<file path="config.mk">
export PLATFORM = sky130hd
export DESIGN_NAME = fifo_reader
export DESIGN_NICKNAME = d
export VERILOG_FILES = /design/src/rtl/fifo_pkg.sv /design/src/rtl/fifo_reader_skid.sv /design/src/rtl/fifo_reader.sv
export SDC_FILE = /design/constraint.sdc
export NUM_CORES = 1
export LEC_CHECK = 0
export BUFFER_PORTS_ARGS = -buffer_cell sky130_fd_sc_hd__buf_2
export CORE_MARGIN = 1.5
export CORE_UTILIZATION = 40
export CTS_CLUSTER_DIAMETER = 40
export CTS_CLUSTER_SIZE = 28
export DETAILED_ROUTE_END_ITERATION = 10
export HOLD_SLACK_MARGIN = 0.03
export PLACE_DENSITY = 0.7
export SLEW_MARGIN = 10
export SYNTH_ARGS = -nofsm -noshare
export SYNTH_HDL_FRONTEND = slang
export SYNTH_SLANG_ARGS = --single-unit
export TNS_END_PERCENT = 5
</file>
<file path="constraint.sdc">
create_clock -name clk -period 5.72 [get_ports clk]
set_clock_uncertainty 0.2 [all_clocks]
set_input_delay 0.858 -clock clk [delete_from_list [all_inputs] [get_ports clk]]
set_output_delay 0.858 -clock clk [all_outputs]
set_load 0.01 [all_outputs]
</file>
<file path="src/rtl/fifo_pkg.sv">
// Shared types and constants for the FIFO read-side master and its skid buffer.
package fifo_pkg;

  localparam int DEF_WIDTH  = 8;
  localparam int CNT_W      = 16;
  localparam int SKID_DEPTH = 2;

  typedef enum logic [1:0] {
    IDLE  = 2'd0,
    RUN   = 2'd1,
    DRAIN = 2'd2
  } rd_state_e;

  // Words held after the coming edge, before any new read is issued.
  function automatic logic [2:0] occ_after(input logic [1:0] cnt,
                                           input logic       pend,
                                           input logic       pop);
    return {1'b0, cnt} + {2'b00, pend} - {2'b00, pop};
  endfunction

endpackage

</file>
<file path="src/rtl/fifo_reader_skid.sv">
// Two-entry FIFO-ordered output buffer: head is always entry 0, pushes land at
// the tail, and a simultaneous push/pop shifts and writes on the same edge.
module fifo_reader_skid
  import fifo_pkg::*;
#(
  parameter int WIDTH = DEF_WIDTH,
  parameter int DEPTH = SKID_DEPTH
) (
  input  logic             clk,
  input  logic             rst,
  input  logic             push,
  input  logic [WIDTH-1:0] din,
  input  logic             pop,
  output logic [WIDTH-1:0] head,
  output logic [1:0]       count
);

  logic [WIDTH-1:0] mem_reg [DEPTH];
  logic [1:0]       count_reg;
  logic [1:0]       count_next;
  logic [1:0]       wr_idx;

  // The tail slot as seen after this edge's pop has shifted the entries.
  assign wr_idx     = count_reg - {1'b0, pop};
  assign count_next = count_reg + {1'b0, push} - {1'b0, pop};

  always_ff @(posedge clk or posedge rst) begin
    if (rst) begin
      count_reg <= 2'd0;
      for (int i = 0; i < DEPTH; i++) begin
        mem_reg[i] <= '0;
      end
    end else begin
      count_reg <= count_next;
      for (int i = 0; i < DEPTH; i++) begin
        if (push && (wr_idx == i[1:0])) begin
          mem_reg[i] <= din;
        end else if (pop && (i < DEPTH - 1)) begin
          mem_reg[i] <= mem_reg[(i < DEPTH - 1) ? i + 1 : i];
        end
      end
    end
  end

  assign head  = mem_reg[0];
  assign count = count_reg;

  // The read guard upstream must keep these unreachable.
  assert property (@(posedge clk) disable iff (rst)
    !(push && !pop && (count_reg == 2'(DEPTH))));
  assert property (@(posedge clk) disable iff (rst)
    !(pop && (count_reg == 2'd0)));

endmodule

</file>
<file path="src/rtl/fifo_reader.sv">
// Read-side master for the synchronous FIFO: issues r_en, absorbs the 1-cycle
// read latency and streams words out on valid/ready. Option: FIFO_READER_COUNT_EN.
module fifo_reader
  import fifo_pkg::*;
#(
  parameter int WIDTH = DEF_WIDTH,
  parameter int SKID  = 2
) (
  input  logic             clk,
  input  logic             rst,
  input  logic             en,
  input  logic             empty,
  input  logic [WIDTH-1:0] data_out,
  output logic             r_en,
  output logic             m_valid,
  output logic [WIDTH-1:0] m_data,
  input  logic             m_ready,
  output logic             busy
`ifdef FIFO_READER_COUNT_EN
  ,
  output logic [CNT_W-1:0] xfer_cnt
`endif
);

  if (SKID != 2) begin : g_skid_check
    $error("fifo_reader: SKID must be 2");
  end

  rd_state_e  state_reg;
  rd_state_e  state_next;
  logic       rd_pend_reg;
  logic [1:0] buf_cnt;
  logic       pop;
  logic [2:0] occ_next;

  assign pop      = m_valid & m_ready;
  assign occ_next = occ_after(buf_cnt, rd_pend_reg, pop);

  // rst in the term forces the strobe low the instant reset asserts.
  assign r_en = en & ~empty & ~rst & (occ_next < 3'd2);

  fifo_reader_skid #(
    .WIDTH (WIDTH),
    .DEPTH (SKID)
  ) u_skid (
    .clk   (clk),
    .rst   (rst),
    .push  (rd_pend_reg),
    .din   (data_out),
    .pop   (pop),
    .head  (m_data),
    .count (buf_cnt)
  );

  assign m_valid = (buf_cnt != 2'd0);

  always_ff @(posedge clk or posedge rst) begin
    if (rst) begin
      state_reg   <= IDLE;
      rd_pend_reg <= 1'b0;
    end else begin
      state_reg   <= state_next;
      rd_pend_reg <= r_en;
    end
  end

  // With en low no read is issued, so occ_next is the data left after the edge.
  always_comb begin
    state_next = state_reg;
    busy       = 1'b0;
    case (state_reg)
      IDLE: begin
        if (en) state_next = RUN;
      end
      RUN: begin
        busy = 1'b1;
        if (!en) state_next = (occ_next != 3'd0) ? DRAIN : IDLE;
      end
      DRAIN: begin
        busy = 1'b1;
        if (en) begin
          state_next = RUN;
        end else if (occ_next == 3'd0) begin
          state_next = IDLE;
        end
      end
      default: state_next = IDLE;
    endcase
  end

`ifdef FIFO_READER_COUNT_EN
  logic [CNT_W-1:0] xfer_cnt_reg;

  always_ff @(posedge clk or posedge rst) begin
    if (rst) begin
      xfer_cnt_reg <= '0;
    end else if (pop) begin
      xfer_cnt_reg <= xfer_cnt_reg + 1'b1;
    end
  end

  assign xfer_cnt = xfer_cnt_reg;
`endif

  assert property (@(posedge clk) disable iff (rst)
    (m_valid && !m_ready) |=> (m_valid && $stable(m_data)));

endmodule

</file>
* After elaboration in Yosys (flattened, before gate mapping)
Cells that the tools add are included.
Word-level totals: memories 0, logic and storage cells 42, RAM bits 0, latch bits 0, flip-flop bits (word level) 21, ROM bits 0, input bits 13
Cells by class: reduce and logical (&&, ||, !) cells 10, $lt $le $gt $ge 1, shift-type cells 0, div/mod/pow operators 0, $add $sub $neg 5, equal/unequal tests 6, bitwise logic cells 6, multiplexer cells 9, multipliers 0
Operators with widths (number):
- 2-to-1 mux 8 bit | 2
- 2-to-1 mux 2 bit | 5
- case mux 2 bit (3 select lines) | 1
- AND 1 bit | 4
- == test 2 x 1 -> 1 bit (second input constant) | 2
- zero test 2 bit | 2
- != test 2 bit (second input constant) | 2
- nonzero test 2 bit | 2
- subtractor 2 x 1 -> 2 bit | 2
- adder 2 x 1 -> 3 bit | 1
- zero test 3 bit | 1
- < comparator 3 x 2 -> 1 bit (second input constant) | 1
- != test 3 bit (second input constant) | 1
- AND reduction 3 bit | 1
- nonzero test 3 bit | 1
- subtractor 3 x 1 -> 3 bit | 1
- adder 2 x 1 -> 2 bit | 1
- == test 2 bit (second input constant) | 1
- logical AND 1 bit | 2
- inverter 1 bit | 2
- OR reduction 2 bit | 1
- 2-to-1 mux 1 bit | 1

* Longest topological paths before layout
word-level depth 7, depth in mapped cells 10

* Modules after synthesis
A second synthesis with hierarchy kept.
Second synthesis, totals: cell total of the unflattened synthesis 94, area total of the unflattened synthesis 1173.6 um2
By module, submodules not included:
- fifo_reader_skid | sequential area each 450.4 um2, cells an instance 61, times used 1, area an instance 865.8 um2
- fifo_reader | sequential area each 75.1 um2, cells an instance 33, times used 1, area an instance 307.8 um2

* Worst setup path after synthesis
No wires, ideal clock.
kind input to output, from in m_ready, to out r_en, slack 1.883 ns, data required time 4.662 ns, arrival 2.779 ns, stages 8, path through o21ai_0 > buf_4 > inv_1 > ha_1 > inv_1 > ha_1 > fa_1 > nor4b_1
On the way: cells in the longest elaborated chain, start to end 4
RTL lines:
- from (decl) | line fifo_reader.sv:17 | input logic m_ready,
- AND 1 bit | line fifo_reader.sv:36 | assign pop = m_valid & m_ready;
- subtractor 3 x 1 -> 3 bit | line fifo_pkg.sv:18 | return {1'b0, cnt} + {2'b00, pend} - {2'b00, pop};
- net occ_next[1] | line fifo_reader.sv:34 | logic [2:0] occ_next;
- < comparator 3 x 2 -> 1 bit | line fifo_reader.sv:40 | assign r_en = en & ~empty & ~rst & (occ_next < 3'd2);
- AND 1 bit | line fifo_reader.sv:40
- to (decl) | line fifo_reader.sv:14 | output logic r_en,
The timed path passes the listed nets, and every way through them passes these cells.

* Worst setup path after layout
from reg u_skid.count_reg[1], in the netlist u_skid.count[1], to out r_en
On the way: cells in the longest elaborated chain, start to end 5, elaborated cells on any way between the ends 6, those cells by class 2 x add/sub; 1 x order compare; 2 x bitwise; 1 x reduce/logical
RTL lines:
- from (decl) | line fifo_reader_skid.sv:19 | logic [1:0] count_reg;
- from (signal assigned) | line fifo_reader_skid.sv:34 | count_reg <= count_next;
- branches (longest 2 deep; another with adder 2 x 1 -> 3 bit)
- subtractor 3 x 1 -> 3 bit * | line fifo_pkg.sv:18
- net occ_next[1] | line fifo_reader.sv:34
- < comparator 3 x 2 -> 1 bit * | line fifo_reader.sv:40
- AND 1 bit * | line fifo_reader.sv:40
Mark *: on every way through the listed nets, which the timed path passes.

==> results.txt <==
The family with the most delay on the worst path is adder cells. The multiplexer share of the synthesized area works out to 16.2%. Buffers inserted during clock tree synthesis total 3.

OpenSTA, run right after detailed placement, puts the worst setup slack at 1.31 ns. The synthesized instance count came out at 100. Walking the worst path, the cells encountered are o21ai_1, inv_1, ha_1, inv_1, ha_1, fa_1, nor4b_1, buf_2. The floorplan step set the die height to 55.9 µm. In the layout the commonest cells are 23 x sky130_fd_sc_hd__buf_2, 21 x sky130_fd_sc_hd__dfrtp_1, 10 x sky130_fd_sc_hd__nor2_1, 9 x sky130_fd_sc_hd__mux2_2, 9 x sky130_fd_sc_hd__inv_1.

Initial standard-cell utilization of the core: 41.4%. Sorting the synthesized cells by area gives the leading types as sky130_fd_sc_hd__dfrtp_1 47%, sky130_fd_sc_hd__mux2_2 9.0%, sky130_fd_sc_hd__ha_1 7.8%. The sequential cell area fraction in the yosys report is 46.9%. The area enclosed by the die boundary is 3130 µm².

The flow ran to the end, and the final reports show no timing, DRC or antenna violations. The depth of the CTS H-tree was 1; the synthesized area was 1120 µm². The total length of routed wires is 1.81 mm, and the number of nets at the end of the flow is 139. After detailed routing, the average wire length per cell comes to 12.2 µm. The area fraction of the dominant cell type after synthesis is 46.9%, and the remaining max-slew budget at the tightest pin is 31.4%. Synthesis instantiated 21 different standard cells from the library.

Setup violations remaining at the end of the flow were counted as 0. The count of buffering cells on the critical path with inverters included is 3. For the count of pins over their slew limit, the log shows 0. Of all cell types, the one taking the most synthesized area is sky130_fd_sc_hd__dfrtp_1.

The critical path's largest stage delay was 0.81 ns; the average via count per standard cell was 4.95. Max-cap violations in this run came to 0. After global routing the overflow that remains totals 0. The x dimension of the die was 55.9 µm.

Setup repair after global routing left no endpoint under its margin. 24 I/O pins were placed. Worst path required time: 4.66 ns. Clock-pin slew was measured on the worst setup and hold paths at 0.11 ns.

The congestion estimate from routability-driven global placement came to 0.758. After clock tree synthesis, the repair step resized 0 gates. Sequential cells account for 42.5% of the total power. The total core area was 2710 µm²; the via count of the first global-routing pass was 737. The wire length of the first global-routing pass is 3.20 mm. Entering global routing, the biggest net connects 22 pins. The post-DP HPWL is 1.37 mm. The share of total power in the clock network was 12.9%; the final critical-path required period was 4.44 ns.

The average cell area after synthesis works out to 11.2 µm². Part of the power in combinational logic: 44.5%. The cell area after placement was 1200 µm²; the power per cell area was 458 nW/µm².

Main flop type after synthesis: sky130_fd_sc_hd__dfrtp_1. For this run, the number of Yosys warnings is 0. The simple-gate area share of the yosys netlist is 9.82%, and the internal power is 0.000350 W.

Data on the critical path arrives at its endpoint at 3.39 ns. For this design the static power due to leakage is 0.664 nW. Timing would allow up to 0.225 GHz. The area added between synthesis and finish is 9.71%, and the adder and majority cell fraction of the synthesized area is 9.60%.

Port buffering added 23 buffers. The tools report the first-pass iteration count of the detailed router as 4. Main combinational cell family by area after synthesis: multiplexers.

The worst setup path is captured at a primary output. Net switching is 37.9% of the power. In this run the worst hold path is classified as reg2reg. After synthesis the netlist holds a flip-flop and latch count of 21. The first element of the critical path was u_skid.count[1]$_DFF_PP0_. The finished cells cover 1230 µm². The number of antenna diodes in the final layout is 0. The initial antenna violation count came out at 0. After detailed routing, the number of remaining DRC violations is 0.

The logs give 0 for the buffers inserted during post-CTS setup optimization and 0.324 ns for the smallest hold slack. Start of the worst register-to-register path: u_skid.count[1]$_DFF_PP0_. Slowest cell on the critical path: sky130_fd_sc_hd__o21ai_1.

Cells fill 45.4% of the core in the end. STA classifies the critical path startpoint as a flop. Final number of hold-violating endpoints: 0. The tree is rooted in a sky130_fd_sc_hd__clkbuf_4. The logs give 0.000254 V for the worst ir drop on vdd and 21 for the sink count of the clock tree.

Worst-case clock buffer depth: 2. The detailed router finished its first iteration with 2 violations. The number of nets with antenna violations after routing was 0; the synthesized-area fraction occupied by ao, oa, aoi and oai cells was 7.25%.

Global routing consumed, over all layers together, 13.1% of the routing resources. Summing the areas of all xor and xnor instances in the mapped netlist gives 0.781% of the synthesized area. Number of buffers inserted by hold repair at cts: 0.

The startpoint identified for the worst hold timing path is u_skid.mem_reg[5]$_DFFE_PP0P_. The number of nets handed over by synthesis was 121. For this run, asynchronously set or reset flops after synthesis account for 100%. Setup slack on the critical path of the routed design comes to 1.28 ns. In this run the worst path has a maximum fanout of 9. For the switching power total, the log shows 0.000214 W. TritonCTS built the clock tree. Of the cells placed in the final design, the portion with a size suffix greater than 1 is 31.6%. Summing over every cut layer, the via total after detailed routing is 732. Most common cell after layout, fill and taps aside: sky130_fd_sc_hd__buf_2. Summed over all failing endpoints, the final setup total negative slack is 0 ns. Yosys mapped a number of flops with a built-in enable equal to 0.

The source-to-sink clock delay at the later pin of the worst-skew pair was 0.30 ns; the row count was 19. Actual slew at the worst max-slew pin: 1.02 ns. The part of the cycle the worst path needs was 77.7%. The setup path with the least slack is of type reg2out.
worst register-to-register path, delay by kind of cell (launching register included):
kind                       cells  cell delay, ns
adders and majority gates      3            1.08
DFF                            1            0.43
buffers and inverters          2            0.17
AOI/OAI and AO/OA              3            1.35
through the flow:
stage               instances  power, W
floorplan                 100  0.000463
global placement          144  0.000485
detailed placement        144  0.000498
CTS                       148  0.000570
global route              148  0.000611
finish                    148  0.000563
area by class of cell:
class                   count  area [µm²]
fillers                   271        1480
multi-input cells          60         489
clock inverters             1        5.00
flip-flops and latches     21         526
repair buffers             23         115
inverters                   9        33.8
clock buffers               3        22.5
well taps                  31        38.8
Yosys cell counts (2+ instances only):
cell                        n
sky130_fd_sc_hd__mux2i_1    8
sky130_fd_sc_hd__nor4b_1    2
sky130_fd_sc_hd__o31ai_1    2
sky130_fd_sc_hd__nor2_1    10
sky130_fd_sc_hd__a21oi_1    8
sky130_fd_sc_hd__o211ai_1   2
sky130_fd_sc_hd__mux2_2     9
sky130_fd_sc_hd__buf_4      9
sky130_fd_sc_hd__dfrtp_1   21
sky130_fd_sc_hd__nand2_1    4
sky130_fd_sc_hd__inv_1      9
sky130_fd_sc_hd__ha_1       7
power groups by stage:
| stage | Clock, W | Combinational, W | Sequential (W) |
|---|---|---|---|
| after global routing | 0.0000802 | 0.000283 | 0.000248 |
| final | 0.0000729 | 0.000251 | 0.000240 |
| after floorplan | 0 | 0.000229 | 0.000234 |
| after detailed placement | 0 | 0.000254 | 0.000244 |
| after CTS | 0.0000745 | 0.000255 | 0.000241 |
| after global placement | 0 | 0.000244 | 0.000241 |
layer usage:
metal | vias up | track usage [%] | routed length, µm
met4 | 0 | 3.06 | 12
li1 | 367 | - | -
met1 | 341 | 14.1 | 725
met3 | 2 | 5.12 | 127
met5 | - | 0 | 0
met2 | 22 | 24.0 | 942
cell families after synthesis:
logic type	count (synthesis)
multiplexers	17
AND/OR/NAND/NOR	20
AO/OA/AOI/OAI	14
flip-flops	21
adder cells (fa/ha/maj)	8
buffers and inverters	19
XOR/XNOR	1
worst paths after layout:
check	endpoint	slack (ns)	cells after the start
worst max register to register	state_reg[1]$_DFFE_PP0P_	2.37	8
worst min register to register	u_skid.mem_reg[5]$_DFFE_PP0P_	0.32	1
min in group asynchronous	u_skid.mem_reg[7]$_DFFE_PP0P_	0.47	2
worst min-delay path	u_skid.mem_reg[5]$_DFFE_PP0P_	0.32	1
max in group asynchronous	u_skid.head[2]$_DFFE_PP0P_	4.36	2
worst max-delay path	r_en	1.28	8
No activity file was read; power rests on OpenSTA's default activity.
